===== src/rtl/sseg_scan.sv =====
// Seven-segment scan timing and display value handoff.
// A free-running prescaler divides clk into digit slots; four slots make a frame.
// New display values are taken through a one-deep valid/ready shadow and only
// reach the driver-facing outputs on a frame boundary, so a frame never tears.
module sseg_scan #(
    parameter int unsigned REFRESH_DIV = 100000
) (
    input  logic        clk,
    input  logic        reset,
    input  logic [15:0] data_in,
    input  logic        hex_dec_in,
    input  logic        sign_in,
    input  logic        load_valid,
    output logic        load_ready,
    output logic [15:0] data,
    output logic        hex_dec,
    output logic        sign,
    output logic [1:0]  digit_sel,
    output logic        digit_tick,
    output logic        frame_done
);

    // Guard keeps the width legal even if someone instantiates an illegal divider.
    localparam int unsigned PW = (REFRESH_DIV > 1) ? $clog2(REFRESH_DIV) : 1;
    localparam logic [PW-1:0] PRESC_MAX = PW'(REFRESH_DIV - 1);

    logic [PW-1:0] r_presc;
    logic [1:0]    r_digit_sel;
    logic [17:0]   r_shadow;
    logic          r_pending;
    logic [15:0]   r_data;
    logic          r_hex_dec;
    logic          r_sign;

    logic          w_tick;
    logic          w_frame_done;
    logic          w_accept;
    logic          w_apply;

    // Slot/frame decode and handshake qualification from registered state.
    always_comb begin
        w_tick       = (r_presc == PRESC_MAX);
        w_frame_done = w_tick && (r_digit_sel == 2'd3);
        w_accept     = load_valid && !r_pending;
        // Pending is sampled at the start of the frame_done cycle, so an offer
        // accepted in that same cycle waits for the following frame.
        w_apply      = w_frame_done && r_pending;
    end

    // Prescaler: counts 0..REFRESH_DIV-1 and wraps, independent of handshakes.
    always_ff @(posedge clk) begin
        if (reset) begin
            r_presc <= '0;
        end else if (w_tick) begin
            r_presc <= '0;
        end else begin
            r_presc <= r_presc + PW'(1);
        end
    end

    // Digit index advances at the end of every slot, wrapping 3 -> 0.
    always_ff @(posedge clk) begin
        if (reset) begin
            r_digit_sel <= 2'd0;
        end else if (w_tick) begin
            r_digit_sel <= r_digit_sel + 2'd1;
        end
    end

    // One-deep shadow: capture an accepted offer, release it at a frame boundary.
    always_ff @(posedge clk) begin
        if (reset) begin
            r_shadow  <= '0;
            r_pending <= 1'b0;
        end else if (w_apply) begin
            r_pending <= 1'b0;
        end else if (w_accept) begin
            r_shadow  <= {data_in, hex_dec_in, sign_in};
            r_pending <= 1'b1;
        end
    end

    // Driver-facing display value changes only on a frame boundary with a pending value.
    always_ff @(posedge clk) begin
        if (reset) begin
            r_data    <= 16'h0000;
            r_hex_dec <= 1'b0;
            r_sign    <= 1'b0;
        end else if (w_apply) begin
            r_data    <= r_shadow[17:2];
            r_hex_dec <= r_shadow[1];
            r_sign    <= r_shadow[0];
        end
    end

    // Output drive.
    always_comb begin
        load_ready = !r_pending;
        data       = r_data;
        hex_dec    = r_hex_dec;
        sign       = r_sign;
        digit_sel  = r_digit_sel;
        digit_tick = w_tick;
        frame_done = w_frame_done;
    end

endmodule


===== config.mk =====
export PLATFORM = sky130hd
export DESIGN_NAME = sseg_scan
export DESIGN_NICKNAME = d
export VERILOG_FILES = /design/src/rtl/sseg_scan.sv
export SDC_FILE = /design/constraint.sdc
export NUM_CORES = 1
export LEC_CHECK = 0
export BUFFER_PORTS_ARGS = -buffer_cell sky130_fd_sc_hd__buf_2
export CORE_MARGIN = 4
export CORE_UTILIZATION = 49
export DETAILED_ROUTE_END_ITERATION = 10
export PLACE_DENSITY = 0.86
export REMOVE_ABC_BUFFERS = 1
export SLEW_MARGIN = 20
export SYNTH_ARGS = -nofsm -noshare
export SYNTH_HDL_FRONTEND = slang
export SYNTH_SLANG_ARGS = --single-unit

===== constraint.sdc =====
create_clock -name clk -period 2.07 [get_ports clk]
set_input_delay 0.207 -clock clk [delete_from_list [all_inputs] [get_ports clk]]
set_output_delay 0.207 -clock clk [all_outputs]
set_load 0.01 [all_outputs]

Word level (Yosys, flattened, before mapping)
Cells that the tools add are included.
W data, S select, Z words.
- output and inout bits: 23
- flip-flop bits (word level): 56
- add/sub/neg operators: 2
- reductions and logical operators: 7
- bitwise gates (word level): 1
- equal/unequal tests: 2
- operators by type and width (kind ; number):
    $add A17 B1 Y17 const B ; 1
    $eq A17 B17 Y1 const B ; 1
    $reduce_or A2 Y1 ; 2
    $logic_and A1 B1 Y1 ; 3
    $add A2 B1 Y2 const B ; 1
    $eq A2 B2 Y1 const B ; 1
    $reduce_and A2 Y1 ; 1
    $logic_not A1 Y1 ; 1
    $not A1 Y1 ; 1

Logic depth before layout (Yosys ltp)
Gate-level depths: netlist (run 1).
- depth after elaboration: 5
- depth in mapped cells: 7
- mapped depth without buffers: 5

Worst setup path before layout (run 1)
No wires, ideal clock.
- kind: flip-flop to flip-flop
- start: register r_presc[14]
- end: register r_data[10] (netlist: data[10])
- cell stages (with the launch flop): 7
- slack: 0.024 ns
- period minus slack after synthesis: 2.046 ns
- data arrival time: 1.974 ns
- setup time: 0.072 ns
- cell sequence: dfxtp_1 > or4b_4 > or4_4 > buf_6 > nor2_8 > buf_12 > mux2i_1
- longest elaborated chain between the ends: 3
- ends and longest elaborated chain (element ; line ; text):
    from (decl) ; 27 ; logic [PW-1:0] r_presc;
    from (signal assigned) ; 57 ; r_presc <= r_presc + PW'(1);
    $eq A17 B17 Y1 ; 42 ; w_tick = (r_presc == PRESC_MAX);
    $logic_and A1 B1 Y1 ; 43 ; w_frame_done = w_tick && (r_digit_sel == 2'd3);
    $logic_and A1 B1 Y1 ; 47 ; w_apply = w_frame_done && r_pending;
    to (signal assigned) ; 90 ; r_data <= r_shadow[17:2];
    to (decl) ; 31 ; logic [15:0] r_data;
No other way between the ends.
A chain may end at the register's enable or synchronous reset.

Worst setup path in the final report (run 1)
- start: register r_presc[10]
- end: register r_data[12] (netlist: data[12])
Same word-level chain as after synthesis.

==> results by group, run 1 <==
Timing
  – Setup violations, final: 0
  – Final min period: 2.03 ns
  – Setup ws final: 0.0400 ns
  – Worst Clk Skew: 0.00992 ns
  – Max transition margin: 58.2%
  – Fin crit share: 98.1%
  – Slew Limit Fails: 0
  – Slew @ Worst Pin: 0.626 ns
  – FMAX: 0.493 GHz
  – Final hold violations: 0

Floorplan
  – Die ar.: 5920 um^2
  – Initial core utilization: 52.0%
  – Core area: 4470 um^2
  – Site row count: 24
  – Die Ht: 76.9 um
  – I/O Pins: 44
  – Die width: 76.9 um

Finish
  – Most frequent cells in the layout: 53 x dfxtp_1, 43 x buf_2, 41 x nand2_1, 37 x nand2b_1, 21 x a21oi_1
  – FF+latch area: 1120 um^2
  – Most common cell after layout, fill and taps aside: dfxtp_1
  – # fillers: 387
  – # diodes: 0
  – Finished Layout Cells: 355
  – Area of the multi-input gates: 1130 um^2
  – Area Overhead vs Synth: 17.7%
  – Final Cell Area: 2740 um^2
  – Share of layout cells above drive strength 1: 22.4%
  – Final Net Count: 325

Worst setup path
  – Critical R2R Capture: data[12]$_SDFFE_PP0P_
  – CP Launch Type: flop
  – Depth of the worst register-to-register path: 5
  – Data arrival time of the worst path: 2.27 ns
  – Buf+Inv Stages, Crit Path: 1
  – R2r setup slk: 0.04 ns
  – Critical path's top delay family: simple AND/OR/NAND/NOR gates
  – R2R Path Start: r_presc[10]$_SDFF_PP0_
  – CP Capture Type: flop
  – Critical Path RT: 2.31 ns
  – Crit-path slowest cell: or4bb_1
  – CP cell instances: or4bb_1 > or4_4 > nor2_8 > clkbuf_16 > mux2i_1
  – Slowest stage delay, CP: 0.54 ns
  – WS Path Type: flop to flop
  – Max FO, Critical Path: 9

Global route
  – Initial antenna violation count: 0
  – Gr ovfl total: 0
  – Vias in the first global route: 1847
  – First-pass GRT wire length: 7900 um
  – All-Layer GR Usage: 16.3%
  – Largest net degree at the start of global routing: 31

Detailed routing
  – Vias/cell: 5.23
  – Drt pass-1 iters: 4
  – DR DRC count: 0
  – Routed length per instance: 13.1 um
  – WL final: 4640 um
  – Vias: 1857
  – DR iter-0 viols: 86
  – ANT nets after route: 0

Placed design
  – GPL Wtd Cong: 0.889
  – PortBufs: 43
  – DP Area: 2610 um^2
  – Post-DP HPWL: 3240 um
  – Pre-CTS setup slack: 0.0517 ns
  – Dpl cells: 345

Clock network
  – TritonCTS Buffers: 5
  – Worst-Skew Late Latency: 0.31 ns
  – H-tree depth: 2
  – CTS clk-pin slew, worst paths: 0.10 ns
  – CTS Buffer Depth: 2
  – CTS root buf: clkbuf_8
  – CTS tree: built
  – Hold-fix buffers at CTS: 0
  – CTS sink cnt: 56

Flow run
  – Max Cap Violations: 0

Yosys
  – Post-synth EDFFs: 0
  – Cells after Synth: 255
  – Synthesized cell area: 2330 um^2
  – Register area share after synthesis: 48.2%
  – Synth Flop Type: dfxtp_1
  – Async SR Flop Fraction: 0%
  – Yosys cell types: 30
  – Seq cells post-synth: 56
  – Syn_area_per_cell: 9.13 um^2
  – Warnings from Yosys: 0

Min path
  – Worst hold start: data_in[2]
  – Worst hold path endpoint: r_shadow[4]$_SDFFE_PP0P_
  – HP Class: input pin to flop
  – Hold path depth: 3

Pwr
  – Worst VDD drop: 0.328 mV
  – Leak Pwr: 0.00111 uW
  – Power Total: 1830 uW
  – Power Dens Cells: 669 nW/um^2

Outcome
  – Status: finished, final reports clean
[final cells by class]
type	count	share of cell area [%]
repair buffers	53	11.7
inverters	2	0.274
clock buffers	6	2.65
clock inverters	2	0.594
well taps	52	2.37
flip-flops and latches	56	41.1
multi-input cells	184	41.4
[Yosys cell counts, types with 2 or more instances]
| library cell | number | area (um^2) |
|---|---|---|
| nand4_1 | 6 | 37.5 |
| and2_1 | 2 | 12.5 |
| nor2_1 | 17 | 63.8 |
| nand3_1 | 8 | 40.0 |
| and3_1 | 3 | 18.8 |
| inv_1 | 2 | 7.51 |
| nand2b_1 | 37 | 231 |
| a21oi_1 | 21 | 105 |
| and4_1 | 3 | 26.3 |
| mux2i_1 | 18 | 180 |
| o21ai_0 | 2 | 10.0 |
| clkbuf_1 | 9 | 33.8 |
| xor2_1 | 13 | 114 |
| ha_1 | 2 | 25.0 |
| or3_1 | 2 | 12.5 |
| nand2_1 | 41 | 154 |
| dfxtp_1 | 56 | 1120 |
[cells by family (layout without fill, tap and decap cells)]
group,after synthesis,count (layout),synth area share (%)
buffers and inverters,15,63,3.49
multiplexers,18,18,7.74
adder cells (fa/ha/maj),2,2,1.08
AO/OA/AOI/OAI,23,23,4.95
flip-flops,56,56,48.2
AND/OR/NAND/NOR,127,127,29.3
XOR/XNOR,14,14,5.27
[metrics by stage]
| step | utilization [%] | hold WS, ns | setup TNS (ns) |
|---|---|---|---|
| 2_1_floorplan | - | 0.276 | 0 |
| 3_3_place_gp | 58.2 | 0.442 | 0 |
| 3_5_place_dp | 58.2 | 0.448 | 0 |
| 4_1_cts | 60.2 | 0.111 | 0 |
| 5_1_grt | 61.2 | 0.119 | -0.0167 |
| 6_report | 61.2 | 0.120 | 0 |
[routing by layer]
metal,global-route usage (%),routed length [um],up-vias
li1,-,-,938
met1,18.6,1990,849
met2,28.5,2240,54
met3,3.63,261,16
met4,8.15,145,0
met5,0,0,-
[worst register-to-register path, stage by stage (launching register included)]
cell       delay [ns]
dfxtp_1          0.40
or4bb_1          0.54
or4_4            0.49
nor2_8           0.14
clkbuf_16        0.18
mux2i_1          0.21
[worst max-delay path by stage]
stage	from	end	cells past startpoint
after floorplan	r_presc[14]$_SDFF_PP0_	data[0]$_SDFFE_PP0P_	4
after global placement	r_presc[14]$_SDFF_PP0_	data[15]$_SDFFE_PP0P_	5
after CTS	r_presc[14]$_SDFF_PP0_	frame_done	4
final	r_presc[10]$_SDFF_PP0_	data[12]$_SDFFE_PP0P_	5
after global routing	r_presc[10]$_SDFF_PP0_	data[12]$_SDFFE_PP0P_	5
after detailed placement	r_presc[14]$_SDFF_PP0_	data[0]$_SDFFE_PP0P_	5
[repair_timing]
item / in CTS / in global routing
hold endpoints to repair: 0 / 0
resized for setup: 0 / 5
endpoints found under the setup margin: 0 / 14
buffers inserted: 0 / 1
[registers in the layout (all words and copies together) (netlist names)]
| register | count |
|---|---|
| sign | 1 |
| r_pending | 1 |
| data | 16 |
| hex_dec | 1 |
| r_presc | 17 |
| r_shadow | 18 |
| digit_sel | 2 |
[power breakdown]
group / switching, uW / total (uW) / leakage, uW / internal [uW]
sequential: 15.6 / 1120 / 0.000456 / 1100
combinational: 63.8 / 119 / 0.000609 / 54.9
clock: 354 / 595 / 0.0000414 / 241
total: 433 / 1830 / 0.00111 / 1400
(Power assumes the default switching activity.)
==> run 2: changes to the inputs <==
Settings changed: ABC_AREA set to 1, PLACE_DENSITY 0.86 to 0.85.
==> run 2 against run 1 <==
Worst setup slack better by 0.18 ns; via count is 14% higher; first-iteration DRC count is 66% higher; register-to-register slack better by 0.21 ns; critical path depth is 1 higher; sequential power hardly changed; hold slack worse by 0.0012 ns; sequential share of layout area is 0.64 points lower; utilization is 2.5 points lower; synthesized cell count is 31% higher; critical endpoint is now digit_tick; largest cell class is now registers.
==> results by group, run 2 <==
Clock network
  – CTS clk-pin slew, worst paths: 0.10 ns (about the same)
  – TritonCTS Buffers: 5 (unchanged)
  – Postcts setup bufs: 0 (unchanged)
  – H-tree depth: 2 (unchanged)
  – Post-CTS Resized: 0 (unchanged)
  – CTS tree: built
  – Worst-Skew Late Latency: 0.30 ns (about the same)
  – Hold-fix buffers at CTS: 0 (unchanged)
  – CTS sink cnt: 56 (unchanged)
  – CTS Buffer Depth: 2 (unchanged)
  – CTS root buf: clkbuf_8

Detailed routing
  – DR DRC count: 0 (unchanged)
  – ANT nets after route: 0 (unchanged)
  – DR iter-0 viols: 143 (+66%)
  – Routed length per instance: 11.0 um (-16%)
  – Drt pass-1 iters: 4 (unchanged)
  – WL final: 4900 um (+5.7%)
  – Vias/cell: 4.77 (-8.8%)
  – Vias: 2119 (+14%)

Floorplan
  – Core area: 4720 um^2 (+5.6%)
  – Die Ht: 78.1 um (+1.5%)
  – Die width: 78.1 um (+1.5%)
  – I/O Pins: 44 (unchanged)
  – Initial core utilization: 50.9% (-1.1 points)
  – Site row count: 25 (+4.2%)
  – Die ar.: 6090 um^2 (+3.0%)

Finish
  – Number of flip-flops under the largest register name: 18 (unchanged)
  – Share of layout cells above drive strength 1: 19.4% (-3.1 points)
  – Final Net Count: 399 (+23%)
  – Most common cell after layout, fill and taps aside: nor2_1
  – # diodes: 0 (unchanged)
  – Largest Register: r_shadow
  – Most frequent cells in the layout: 90 x nor2_1, 59 x nand2_1, 56 x dfxtp_1, 43 x buf_2, 38 x inv_1
  – Area Overhead vs Synth: 15.3%

Placed design
  – Post-DP HPWL: 3470 um (+7.1%)
  – GPL Wtd Cong: 0.821 (-7.6%)
  – PortBufs: 43 (unchanged)
  – Pre-CTS setup slack: 0.255 ns (+0.204 ns)

Min path
  – HP Class: input pin to flop

Worst setup path
  – Slowest stage delay, CP: 0.36 ns (-0.18 ns)
  – Crit-path slowest cell: dfxtp_1
  – Max FO, Critical Path: 7 (-2)
  – R2r setup slk: 0.25 ns (+0.21 ns)
  – CP Capture Type: output pin
  – Critical R2R Capture: data[1]$_SDFFE_PP0P_
  – Critical path origin: r_presc[0]$_SDFF_PP0_
  – Depth of the worst register-to-register path: 8 (+3)
  – Data arrival time of the worst path: 1.64 ns (-0.63 ns)
  – Crit path capture: digit_tick
  – CP cell instances: ha_1 > nand2_2 > nor2_8 > inv_2 > nor3_4 > buf_2
  – R2R Path Start: r_presc[0]$_SDFF_PP0_
  – CP Launch Type: flop
  – Critical Path RT: 1.86 ns (-0.45 ns)
  – WS Path Type: flop to output pin

Pwr
  – Leak Pwr: 0.00139 uW (+26%)
  – Worst VDD drop: 0.399 mV (+22%)
  – Power Dens Cells: 703 nW/um^2 (+5.1%)

Timing
  – Setup ws final: 0.219 ns (+0.179 ns)
  – Slew @ Worst Pin: 0.574 ns (-0.0523 ns)
  – Max transition margin: 61.6% (+3.5 points)
  – Unrepaired setup endpoints after global routing: no
  – Fin crit share: 89.4% (-8.7 points)
  – Setup TNS: 0 ns (unchanged)
  – Worst Clk Skew: 0.0121 ns (+0.00221 ns)
  – Final hold violations: 0 (unchanged)
  – Slew Limit Fails: 0 (unchanged)
  – Setup violations, final: 0 (unchanged)
  – Final min period: 1.85 ns (-0.179 ns)
  – FMAX: 0.540 GHz (+9.7%)

Yosys
  – Async SR Flop Fraction: 0% (unchanged)
  – Cells after Synth: 334 (+31%)
  – Syn_area_per_cell: 7.20 um^2 (-21%)
  – Commonest cells in the netlist: 90 x nor2_1, 59 x nand2_1, 56 x dfxtp_1
  – Post-synth top area share: 46.6% (-1.6 points)
  – Post-synth EDFFs: 0 (unchanged)
  – Mux contribution to synthesized area: 0% (-7.7 points)
  – Yosys cell types: 27 (-10%)
  – Post-synthesis xor/xnor area fraction: 2.19% (-3.1 points)
  – Seq cells post-synth: 56 (unchanged)
  – Count leader, synth: nor2_1
  – Synth area leaders: dfxtp_1 47%, nor2_1 14%, nand2_1 9.2%, inv_1 5.9%, o21ai_0 4.6%
  – Adder-cell share of the synthesized area: 1.04% (-0.035 points)
  – Warnings from Yosys: 0 (unchanged)
  – Complex-gate fraction of the synthesized area: 6.56% (+1.6 points)
  – Synth area leader: dfxtp_1
  – Synth Flop Type: dfxtp_1
  – Post-synthesis simple-gate area fraction: 34.7% (+5.4 points)
  – Synthesized cell area: 2400 um^2 (+3.3%)
  – Largest family of logic cells by synthesized area: simple AND/OR/NAND/NOR gates
  – Register area share after synthesis: 46.6% (-1.6 points)

Global route
  – First-pass GRT wire length: 8650 um (+9.4%)
  – Gr ovfl total: 0 (unchanged)
  – Vias in the first global route: 2055 (+11%)
  – All-Layer GR Usage: 17.3% (+0.97 points)
  – Initial antenna violation count: 0 (unchanged)
  – Largest net degree at the start of global routing: 40 (+29%)

Flow run
  – Max Cap Violations: 0 (unchanged)

Outcome
  – Status: finished, final reports clean
## run 2: cell types whose count changed after synthesis, moves of 18 or more
cell / change
nand2_1: +18
mux2i_1: -18
nor2_1: +73
nand2b_1: -37
o21ai_0: +20
inv_1: +36
## run 2: how the worst min path moves through the flow
| stage | start | end | slack, ns | depth (start not counted) |
|---|---|---|---|---|
| 6_report | data_in[11] | r_shadow[13]$_SDFFE_PP0P_ | 0.12 | 3 |
| 3_3_place_gp | data_in[1] | r_shadow[3]$_SDFFE_PP0P_ | 0.43 | 3 |
| 2_1_floorplan | data_in[8] | r_shadow[10]$_SDFFE_PP0P_ | 0.34 | 2 |
| 3_5_place_dp | data_in[5] | r_shadow[7]$_SDFFE_PP0P_ | 0.44 | 3 |
| 4_1_cts | data_in[5] | r_shadow[7]$_SDFFE_PP0P_ | 0.11 | 3 |
| 5_1_grt | data_in[15] | r_shadow[17]$_SDFFE_PP0P_ | 0.13 | 3 |
## run 2: power breakdown
part	internal (uW)	total, uW	switching (uW)
sequential	1110	1140	23.6
clock	366	709	343
combinational	39.6	103	63.4
total	1520	1950	430
## run 2: metal layers
metal  vias to the layer above  track usage [%]  share of wire [%]  wire length (um)
met5                         -                0                  0                 0
met4                         0             6.12                1.6                77
met3                         8             3.21                4.8               237
met2                        56             30.7                 48              2340
met1                       948             20.8                 46              2240
li1                       1107                -                  -                 -
## run 2: logic make-up after synthesis
| group | count (synthesis) |
|---|---|
| AND/OR/NAND/NOR | 187 |
| flip-flops | 56 |
| buffers and inverters | 52 |
| AO/OA/AOI/OAI | 31 |
| XOR/XNOR | 6 |
| adder cells (fa/ha/maj) | 2 |
## run 2: worst max-delay path: cells and delay by family (launching register included)
family / cells / cell delay (ns)
buffers and inverters: 2 / 0.25
adder cells (fa/ha/maj): 1 / 0.19
AND/OR/NAND/NOR: 3 / 0.54
flip-flops: 1 / 0.36
## run 2: per-stage QoR
stage	cell area [um^2]	hold slack, ns	std cells	util, %	power (uW)
3_5_place_dp	2660	0.435	436	56.4	1260
3_3_place_gp	2660	0.429	436	56.4	1260
5_1_grt	2770	0.131	444	58.7	2030
6_report	2770	0.118	444	58.7	1950
4_1_cts	2770	0.112	444	58.7	1960
2_1_floorplan	2350	0.342	324	-	1220
## run 2: layout make-up
| class | count | area [um^2] |
|---|---|---|
| multi-input cells | 226 | 1070 |
| fillers | 440 | 1950 |
| clock buffers | 6 | 72.6 |
| repair buffers | 45 | 230 |
| inverters | 42 | 158 |
| well taps | 67 | 83.8 |
| clock inverters | 2 | 38.8 |
| flip-flops and latches | 56 | 1120 |
